### src/rtl/uart_pkg.sv
`default_nettype none
// ============================================================================
// Package  : uart_pkg
// Brief    : Shared UART RX constants and FSM state encoding.
//            PARITY state exists only when UART_RX_PARITY_EN is defined.
// Revision : 1.0 - initial release
// ============================================================================
package uart_pkg;

  localparam int DataBits   = 8;
  localparam int MinBaudDiv = 4;

  typedef enum logic [2:0] {
    IDLE   = 3'd0,
    START  = 3'd1,
    DATA   = 3'd2,
    STOP   = 3'd3
`ifdef UART_RX_PARITY_EN
    ,
    PARITY = 3'd4
`endif
  } rx_state_e;

endpackage
`default_nettype wire

### src/rtl/uart_rx_fifo.sv
`default_nettype none
// ============================================================================
// Module   : uart_rx_fifo
// Brief    : Fall-through RX FIFO; a pop frees room for a same-cycle push,
//            clear has priority over push and pop.
// Revision : 1.0 - initial release
// ============================================================================
module uart_rx_fifo #(
  parameter int Depth = 8,
  parameter int Width = 8
) (
  input  logic                     clk,
  input  logic                     rst_n,
  input  logic                     i_clear,
  input  logic                     i_push,
  input  logic [Width-1:0]         i_push_data,
  input  logic                     i_pop,
  output logic [Width-1:0]         o_data,
  output logic                     o_valid,
  output logic [$clog2(Depth):0]   o_fill,
  output logic                     o_drop
);

  localparam int PtrW = $clog2(Depth);

  logic [Width-1:0] r_mem [Depth];
  logic [PtrW-1:0]  r_wr_ptr;
  logic [PtrW-1:0]  r_rd_ptr;
  logic [PtrW:0]    r_fill;
  logic             w_full;
  logic             w_empty;
  logic             w_push;
  logic             w_pop;

  assign w_full  = (r_fill == (PtrW+1)'(Depth));
  assign w_empty = (r_fill == '0);
  assign w_pop   = i_pop & ~w_empty;
  assign w_push  = i_push & (~w_full | w_pop);
  // When full, an effective pop is exactly i_pop.
  assign o_drop  = i_push & w_full & ~i_pop;

  always_ff @(posedge clk or negedge rst_n) begin
    if (!rst_n) begin
      r_wr_ptr <= '0;
      r_rd_ptr <= '0;
      r_fill   <= '0;
    end else if (i_clear) begin
      r_wr_ptr <= '0;
      r_rd_ptr <= '0;
      r_fill   <= '0;
    end else begin
      if (w_push) r_wr_ptr <= r_wr_ptr + 1'b1;
      if (w_pop)  r_rd_ptr <= r_rd_ptr + 1'b1;
      if (w_push && !w_pop)      r_fill <= r_fill + 1'b1;
      else if (!w_push && w_pop) r_fill <= r_fill - 1'b1;
    end
  end

  always_ff @(posedge clk) begin
    if (w_push && !i_clear) r_mem[r_wr_ptr] <= i_push_data;
  end

  assign o_data  = w_empty ? '0 : r_mem[r_rd_ptr];
  assign o_valid = ~w_empty;
  assign o_fill  = r_fill;

endmodule
`default_nettype wire

### src/rtl/uart_rx_buf.sv
`default_nettype none
// ============================================================================
// Module   : uart_rx_buf
// Brief    : UART receiver (8 data bits, LSB first, 1 stop) feeding an RX FIFO.
//            Define UART_RX_PARITY_EN to add a parity bit and parity_err_o.
// Revision : 1.0 - initial release
// ============================================================================
module uart_rx_buf
  import uart_pkg::*;
#(
  parameter int Depth = 8,
  parameter int DivW  = 16
) (
  input  logic                   clk,
  input  logic                   rst_n,
  input  logic                   rx_en_i,
  input  logic [DivW-1:0]        baud_div_i,
  input  logic                   rx_i,
  output logic [DataBits-1:0]    data_o,
  output logic                   valid_o,
  input  logic                   ready_i,
  output logic [$clog2(Depth):0] fill_o,
  output logic                   frame_err_o,
  output logic                   overrun_o,
  input  logic                   clear_i
`ifdef UART_RX_PARITY_EN
  ,
  input  logic                   parity_odd_i,
  output logic                   parity_err_o
`endif
);

  localparam int BitW = $clog2(DataBits);

  logic                r_rx_meta;
  logic                r_rxs;
  logic                r_rxs_d;
  rx_state_e           r_state;
  rx_state_e           w_state_nxt;
  logic [DivW-1:0]     r_cnt;
  logic [DivW-1:0]     w_div;
  logic [DivW-1:0]     w_half;
  logic [BitW-1:0]     r_bit;
  logic [DataBits-1:0] r_shift;
  logic [DataBits-1:0] r_push_data;
  logic                r_push;
  logic                r_frame_err;
  logic                r_overrun;
  logic                w_tick_half;
  logic                w_tick_full;
  logic                w_cnt_clr;
  logic                w_shift_en;
  logic                w_stop_good;
  logic                w_stop_bad;
  logic                w_par_bad;
  logic                w_drop;
`ifdef UART_RX_PARITY_EN
  logic                w_par_en;
  logic                r_par_bad;
  logic                r_parity_err;
`endif

  // Out-of-range divisors are clamped so the half-bit count never underflows.
  assign w_div       = (baud_div_i < DivW'(MinBaudDiv)) ? DivW'(MinBaudDiv) : baud_div_i;
  assign w_half      = w_div >> 1;
  assign w_tick_half = (r_cnt == w_half - 1'b1);
  assign w_tick_full = (r_cnt == w_div - 1'b1);

  always_ff @(posedge clk or negedge rst_n) begin
    if (!rst_n) begin
      r_rx_meta <= 1'b1;
      r_rxs     <= 1'b1;
      r_rxs_d   <= 1'b1;
    end else begin
      r_rx_meta <= rx_i;
      r_rxs     <= r_rx_meta;
      r_rxs_d   <= r_rxs;
    end
  end

  always_ff @(posedge clk or negedge rst_n) begin
    if (!rst_n) r_state <= IDLE;
    else        r_state <= w_state_nxt;
  end

  always_comb begin
    w_state_nxt = r_state;
    w_cnt_clr   = 1'b0;
    w_shift_en  = 1'b0;
    w_stop_good = 1'b0;
    w_stop_bad  = 1'b0;
`ifdef UART_RX_PARITY_EN
    w_par_en    = 1'b0;
`endif
    case (r_state)
      // A true 1->0 edge is required, so a low line left by a bad stop bit
      // cannot start a frame until it has returned high.
      IDLE: begin
        if (r_rxs_d && !r_rxs) begin
          w_state_nxt = START;
          w_cnt_clr   = 1'b1;
        end
      end
      START: begin
        if (w_tick_half) begin
          w_cnt_clr   = 1'b1;
          w_state_nxt = r_rxs ? IDLE : DATA;
        end
      end
      DATA: begin
        if (w_tick_full) begin
          w_cnt_clr  = 1'b1;
          w_shift_en = 1'b1;
          if (r_bit == BitW'(DataBits - 1)) begin
`ifdef UART_RX_PARITY_EN
            w_state_nxt = PARITY;
`else
            w_state_nxt = STOP;
`endif
          end
        end
      end
`ifdef UART_RX_PARITY_EN
      PARITY: begin
        if (w_tick_full) begin
          w_cnt_clr   = 1'b1;
          w_par_en    = 1'b1;
          w_state_nxt = STOP;
        end
      end
`endif
      STOP: begin
        if (w_tick_full) begin
          w_cnt_clr   = 1'b1;
          w_stop_good = r_rxs;
          w_stop_bad  = ~r_rxs;
          w_state_nxt = IDLE;
        end
      end
      default: w_state_nxt = IDLE;
    endcase

    if (!rx_en_i || clear_i) begin
      w_state_nxt = IDLE;
      w_shift_en  = 1'b0;
      w_stop_good = 1'b0;
      w_stop_bad  = 1'b0;
`ifdef UART_RX_PARITY_EN
      w_par_en    = 1'b0;
`endif
    end
  end

  always_ff @(posedge clk or negedge rst_n) begin
    if (!rst_n) begin
      r_cnt       <= '0;
      r_bit       <= '0;
      r_shift     <= '0;
      r_push      <= 1'b0;
      r_push_data <= '0;
      r_frame_err <= 1'b0;
      r_overrun   <= 1'b0;
    end else begin
      r_cnt <= (w_cnt_clr || r_state == IDLE) ? '0 : r_cnt + 1'b1;
      if (r_state != DATA) r_bit <= '0;
      else if (w_shift_en) r_bit <= r_bit + 1'b1;
      if (w_shift_en)  r_shift     <= {r_rxs, r_shift[DataBits-1:1]};
      if (w_stop_good) r_push_data <= r_shift;
      r_push      <= w_stop_good & ~w_par_bad;
      r_frame_err <= w_stop_bad;
      r_overrun   <= w_drop & ~clear_i;
    end
  end

`ifdef UART_RX_PARITY_EN
  always_ff @(posedge clk or negedge rst_n) begin
    if (!rst_n) begin
      r_par_bad    <= 1'b0;
      r_parity_err <= 1'b0;
    end else begin
      if (w_par_en) r_par_bad <= ((^r_shift) ^ r_rxs) != parity_odd_i;
      r_parity_err <= (w_stop_good | w_stop_bad) & r_par_bad;
    end
  end
  assign w_par_bad    = r_par_bad;
  assign parity_err_o = r_parity_err;
`else
  assign w_par_bad = 1'b0;
`endif

  uart_rx_fifo #(
    .Depth (Depth),
    .Width (DataBits)
  ) u_fifo (
    .clk         (clk),
    .rst_n       (rst_n),
    .i_clear     (clear_i),
    .i_push      (r_push),
    .i_push_data (r_push_data),
    .i_pop       (ready_i),
    .o_data      (data_o),
    .o_valid     (valid_o),
    .o_fill      (fill_o),
    .o_drop      (w_drop)
  );

  assign frame_err_o = r_frame_err;
  assign overrun_o   = r_overrun;

endmodule
`default_nettype wire
### config.mk
export PLATFORM = sky130hd
export DESIGN_NAME = uart_rx_buf
export DESIGN_NICKNAME = d
export VERILOG_FILES = /design/src/rtl/uart_pkg.sv /design/src/rtl/uart_rx_fifo.sv /design/src/rtl/uart_rx_buf.sv
export SDC_FILE = /design/constraint.sdc
export NUM_CORES = 1
export LEC_CHECK = 0
export ABC_CLOCK_PERIOD_IN_PS = 4050
export BUFFER_PORTS_ARGS = -buffer_cell sky130_fd_sc_hd__buf_4
export CAP_MARGIN = 20
export CORE_UTILIZATION = 60
export DETAILED_ROUTE_END_ITERATION = 6
export PLACE_DENSITY = 0.78
export SKIP_CTS_REPAIR_TIMING = 1
export SLEW_MARGIN = 10
export SYNTH_ARGS = -nofsm -noshare
export SYNTH_HDL_FRONTEND = slang
export SYNTH_SLANG_ARGS = --single-unit
### constraint.sdc
create_clock -name clk -period 4.05 [get_ports clk]
set_clock_uncertainty 0.05 [all_clocks]
set_input_delay 0.405 -clock clk [delete_from_list [all_inputs] [get_ports clk]]
set_output_delay 0.405 -clock clk [all_outputs]
set_load 0.02 [all_outputs]
==> results of run 1 <==
power groups by stage:
stage | clock (µW) | sequential, µW | combinational, µW
detailed placement | 0 | 1380 | 856
finish | 1330 | 1330 | 918
global placement | 0 | 1380 | 836
global route | 1400 | 1340 | 980
floorplan | 0 | 1340 | 565
CTS | 1340 | 1360 | 867
per-stage QoR:
step                std cells  util, %  TNS, ns  instance area [µm²]
finish                    716    75.15        0                 7447
global placement          681    69.32   -1.194                 6869
global route              716    75.15        0                 7447
floorplan                 505        -        0                 6271
detailed placement        681    69.32   -2.673                 6869
CTS                       713    74.67        0                 7400
cell families after synthesis:
| family | count (synthesis) | synth area share, % |
|---|---|---|
| AND/OR/NAND/NOR | 167 | 15.47 |
| flip-flops | 117 | 52.35 |
| XOR/XNOR | 55 | 7.754 |
| adder cells (fa/ha/maj) | 10 | 2.135 |
| AO/OA/AOI/OAI | 72 | 8.117 |
| multiplexers | 45 | 11.30 |
| buffers and inverters | 39 | 2.880 |
critical path, cell delays in order:
cell	delay [ns]
buf_4	0.11
or4_4	0.57
nor4_4	0.29
nand2b_4	0.18
ha_2	0.17
buf_4	0.13
nor4b_1	0.34
buf_4	0.20
nand2_1	0.07
or4_1	0.48
nand4_1	0.21
or2_1	0.27
nand4_4	0.27
mux2_4	0.37
synthesized netlist by cell type, drive strengths merged (4+ instances only):
cell type and count:
mux2i 12, a211oi 6, a21oi 23, buf 10, nand3 14, nor4 11
nand2b 5, o21ai 9, ha 9, edfxtp 64, xnor2 37, o21a 4
nor3b 8, nor3 10, nand2 15, mux4 16, or3 6, clkbuf 24
inv 5, nor2b 5, or2 7, and3 10, o211ai 4, nor2 44
dfrtp 50, xor2 18, or4 8, mux2 17, nand4 10
final timing paths:
kind	start	end	slack, ns
min in group asynchronous	rst_n	u_fifo.o_fill[2]	0.41
max in group asynchronous	rst_n	r_push_data[3]	3.07
max	baud_div_i[6]	r_push_data[1]	0.33
min	clear_i	u_fifo.o_fill[2]	0.13
min reg2reg	r_rx_meta	r_rxs	0.31
max reg2reg	u_fifo.o_fill[0]	u_fifo.o_fill[3]	1.36
layer usage:
metal / global-route usage (%) / routed length, µm / vias to the layer above
li1: - / - / 2043
met1: 33.19 / 5416 / 2187
met2: 52.11 / 7815 / 147
met3: 5.035 / 635 / 33
met4: 11.73 / 364 / 0
met5: 0 / 0 / -
cell type report:
class / count / area [µm²] / share of cell area [%]
clock buffer: 19 / 421.7 / 5.662
clock inverter: 13 / 108.9 / 1.462
inverter: 5 / 18.77 / 0.2520
multi-input combinational: 349 / 2829 / 37.99
sequential: 117 / 3252 / 43.67
tap: 133 / 166.4 / 2.235
timing repair buffer: 80 / 650.6 / 8.737
flip-flops by register name (all words and copies together) (netlist names):
name	flops
u_fifo.r_wr_ptr	3
u_fifo.r_mem	64
r_state	2
r_rxs	1
overrun_o	1
r_cnt	16
r_rxs_d	1
r_push	1
u_fifo.o_fill	4
r_shift	8
r_rx_meta	1
u_fifo.r_rd_ptr	3
r_bit	3
r_push_data	8
frame_err_o	1
==> impl_metrics.tcl, run 1 <==
set metrics [dict create \
    mostFrequentLayoutCells "buf_4 (75), edfxtp_1 (64), dfrtp_1 (50)" \
    p_comb_share_pct 25.7 \
    synth_top_area_cell "edfxtp_1" \
    min-delay-path-class "input port to register" \
    p_leak_uw 0.003023 \
    avgSynthCellArea_um2 12.30 \
    hold_slack_ns 0.1252 \
    clkLatencyLatePin_ns 0.51 \
    synth_nets 537 \
    fill_cells 654 \
    yosysWarnings 0 \
    cp_max_fo 8 \
    core_area_um2 9910 \
    h-tree-depth 4 \
    pwr-share-seq_pct 37.3 \
    n_antenna_cell 0 \
    ant_nets 0 \
    ys_seq_area_share_pct 52.35 \
    drt-total-wl_um 14230 \
    ios 37 \
    synthTopCellsByArea "edfxtp_1 (31%), dfrtp_1 (20%), mux4_2 (5.8%)" \
    grtUsageTotal_pct 28.56 \
    fin_crit_sh_pct 91.79 \
    yosysUniqueCellTypes 68 \
    arrival_ns 4.06 \
    power.share.switching_pct 29.39 \
    num_vias 4410 \
    p_per_area_nw_per_um2 480.4 \
    intPower_uw 2526 \
    end_kind "register" \
    worstSetupPathType "input port to register" \
    grt_max_degree 54 \
    grt_pass1_wl_um 23270 \
    dieArea_um2 10770 \
    drc 0 \
    numCtsBuffers 17 \
    hpwlAfterDp_um 10100 \
    ys.flop_type "edfxtp_1" \
    crit_required_ns 4.39 \
    synth_top_area_share_pct 30.94 \
    rsz0062_at_grt "false" \
    cts_buffer_depth 2 \
    nets 602 \
    first_pass_iters 5 \
    postSynthCellCount 505 \
    die_x_um 103.8 \
    ir_worst_vdd_mv 0.4515 \
    fin_ws_ns 0.3323 \
    place_congestion 0.9183 \
    drt_iter0_drc 266 \
    tightest_slew_ns 0.8520 \
    status "finished clean" \
    cts.sinks 117 \
    period_minus_slack_ns 3.718 \
    via_per_inst 6.159 \
    slew_headroom_pct 42.68 \
    mostFrequentLayoutCell "buf_4" \
    synth_edf_count 64 \
    grt_pass1_vias 4515 \
    finalPower_uw 3577 \
    wl_per_cell_um 19.87 \
    max_freq_ghz 0.2690 \
    power_frac_clock_pct 37.1 \
    ys_async_sr_fraction_pct 45.30 \
    cts_tree "done" \
    clock_tree.root_cell "clkbuf_8" \
    ys_ff_latch 117 \
    dp_slack_ns -0.1840 \
    max-cap-violations 0 \
    p_sw_uw 1052 \
    io_buffers 36 \
    slew_viol_final 0 \
    holdPathStages 2 \
    startpoint_type "input port" \
    r2r_cells 10 \
    finalHoldViolations 0 \
    die_y_um 103.8 \
    syn2layout_area_growth_pct 19.88 \
    overflow 0 \
    num_rows 36 \
    initial_utilization_pct 62.69 \
    antenna_found_initial 0 \
    path_clk_slew_ns 0.06 \
    synthesis.area_um2 6212 \
    drive_gt1_share_pct 26.93 \
    final-setup-viol-count 0 \
]
(Power assumes the default switching activity.)
==> run 2, diff against run 1 <==
CORE_UTILIZATION = 45   (was 60)
PLACE_DENSITY = 0.61   (was 0.78)
==> impl_metrics.tcl, run 2 (synthesized netlist as in run 1, its figures left out) <==
set metrics [dict create \
    status "finished, violations left" \
    violations "negative hold slack" \
    cts.sinks 117 \
    p_leak_uw 0.003041 \
    mostFrequentLayoutCells "buf_4 (77), edfxtp_1 (64), dfrtp_1 (50)" \
    grtUsageTotal_pct 20.78 \
    place_congestion 0.8938 \
    wl_per_cell_um 18.04 \
    timing.rr.end "r_cnt[0]" \
    n_antenna_cell 0 \
    clock_tree.root_cell "clkbuf_16" \
    slew_headroom_pct 45.00 \
    crit_slowest_cell "or4_4" \
    fin_ws_ns 0.2766 \
    h-tree-depth 4 \
    startpoint_type "input port" \
    arrival_ns 4.00 \
    io_buffers 36 \
    final-setup-viol-count 0 \
    fill_cells 1105 \
    core_area_um2 13350 \
    overflow 0 \
    grt_pass1_vias 4427 \
    numCtsBuffers 17 \
    final_area_um2 7535 \
    ant_nets 0 \
    rr_startpoint "r_cnt[6]" \
    ios 37 \
    cp_cell_sequence "buf_4 > or4_4 > o41a_4 > inv_2 > ha_1 > or3b_4 > a2111oi_1 > nand3_1 > o31ai_1 > and3_1 > nand4_4 > mux2_4" \
    nets 602 \
    mostFrequentLayoutCell "buf_4" \
    cts_tree "done" \
    rsz0062_at_grt "false" \
    via_per_inst 5.650 \
    drive_gt1_share_pct 27.79 \
    end_kind "register" \
    reg.largest.list "u_fifo.r_mem x64, r_cnt x16" \
    cts_buffer_depth 2 \
    antenna_found_initial 0 \
    regMostFlops "u_fifo.r_mem" \
    crit_required_ns 4.28 \
    layoutNonFillerInstCount 759 \
    syn2layout_area_growth_pct 21.29 \
    finalSetupTns_ns 0 \
    die_x_um 119.5 \
    max_stage_delay_ns 0.57 \
    place_inst 726 \
    critPathTopFamily "simple AND/OR/NAND/NOR gates" \
    cp_max_fo 8 \
    drt_iter0_drc 183 \
    ir_worst_vdd_mv 0.2285 \
    finalHoldViolations 12 \
    grt_pass1_wl_um 22760 \
    final_util_pct 56.45 \
    first_pass_iters 4 \
    period_minus_slack_ns 3.773 \
    max-cap-violations 0 \
    max_freq_ghz 0.2650 \
    ff2ff_setup_slack_ns 1.37 \
    fin_crit_sh_pct 93.17 \
    drc 0 \
    placed_cell_area_um2 6938 \
    grt_max_degree 54 \
    hpwlAfterDp_um 9923 \
    hold_slack_ns -0.01393 \
    tightest_slew_ns 0.8219 \
    num_rows 42 \
    min-delay-path-class "input port to async pin" \
    worstSetupPathType "input port to register" \
    dieArea_um2 14280 \
    crit_buf_inv 2 \
    p_per_area_nw_per_um2 486.0 \
    path_clk_slew_ns 0.06 \
    largest_reg_flops 64 \
    drt-total-wl_um 13690 \
    slew_viol_final 0 \
    initial_utilization_pct 46.54 \
    r2r_cells 8 \
    die_y_um 119.5 \
    clkLatencyLatePin_ns 0.40 \
    dp_slack_ns -0.08716 \
    num_vias 4288 \
]
[run 2: changes by cell type in the layout (fill, tap and decap cells not counted), sizes merged]
cell,delta
buf,+2
dlygate4sd3,-2
bufinv,+1
clkbuf,-1
clkinv,-1
inv,+1
[run 2: worst max-delay path by stage]
stage	from	endpoint	slack (ns)	depth (start not counted)
after floorplan	baud_div_i[4]	r_cnt[9]	0.00004	15
after global placement	baud_div_i[6]	r_push_data[1]	-0.03	12
after detailed placement	baud_div_i[6]	r_push_data[0]	-0.09	12
after CTS	baud_div_i[6]	r_push_data[6]	0.34	12
after global routing	baud_div_i[6]	r_push_data[4]	0.09	12
final	baud_div_i[6]	r_push_data[6]	0.28	12
[run 2: stage by stage]
step | total power (µW) | hold WS, ns
after CTS | 3690 | 0.0005573
final | 3662 | -0.01393
after detailed placement | 2247 | 0.3144
after global placement | 2228 | 0.3136
after floorplan | 1909 | 0.05941
after global routing | 3842 | 0.02630
[run 2: cell type report]
class	count	area (µm²)	area share, %
well taps	176	220.2	2.923
flip-flops and latches	117	3252	43.16
clock buffers	18	429.2	5.696
multi-input cells	349	2829	37.55
inverters	5	18.77	0.2491
clock inverters	14	152.6	2.026
repair buffers	80	633.1	8.403
[run 2: report_power, final]
part / switching, µW / internal (µW) / leakage, µW
clock network: 527 / 910 / 0.000273
logic: 451 / 433 / 0.00133
registers: 68.0 / 1270 / 0.00143
[run 2: routing by layer]
| metal | global-route usage, % | share of wire (%) |
|---|---|---|
| met1 | 26.33 | 43 |
| met4 | 9.375 | 2.6 |
| met2 | 34.90 | 51 |
| met5 | 0 | 0 |
| met3 | 3.517 | 3.5 |
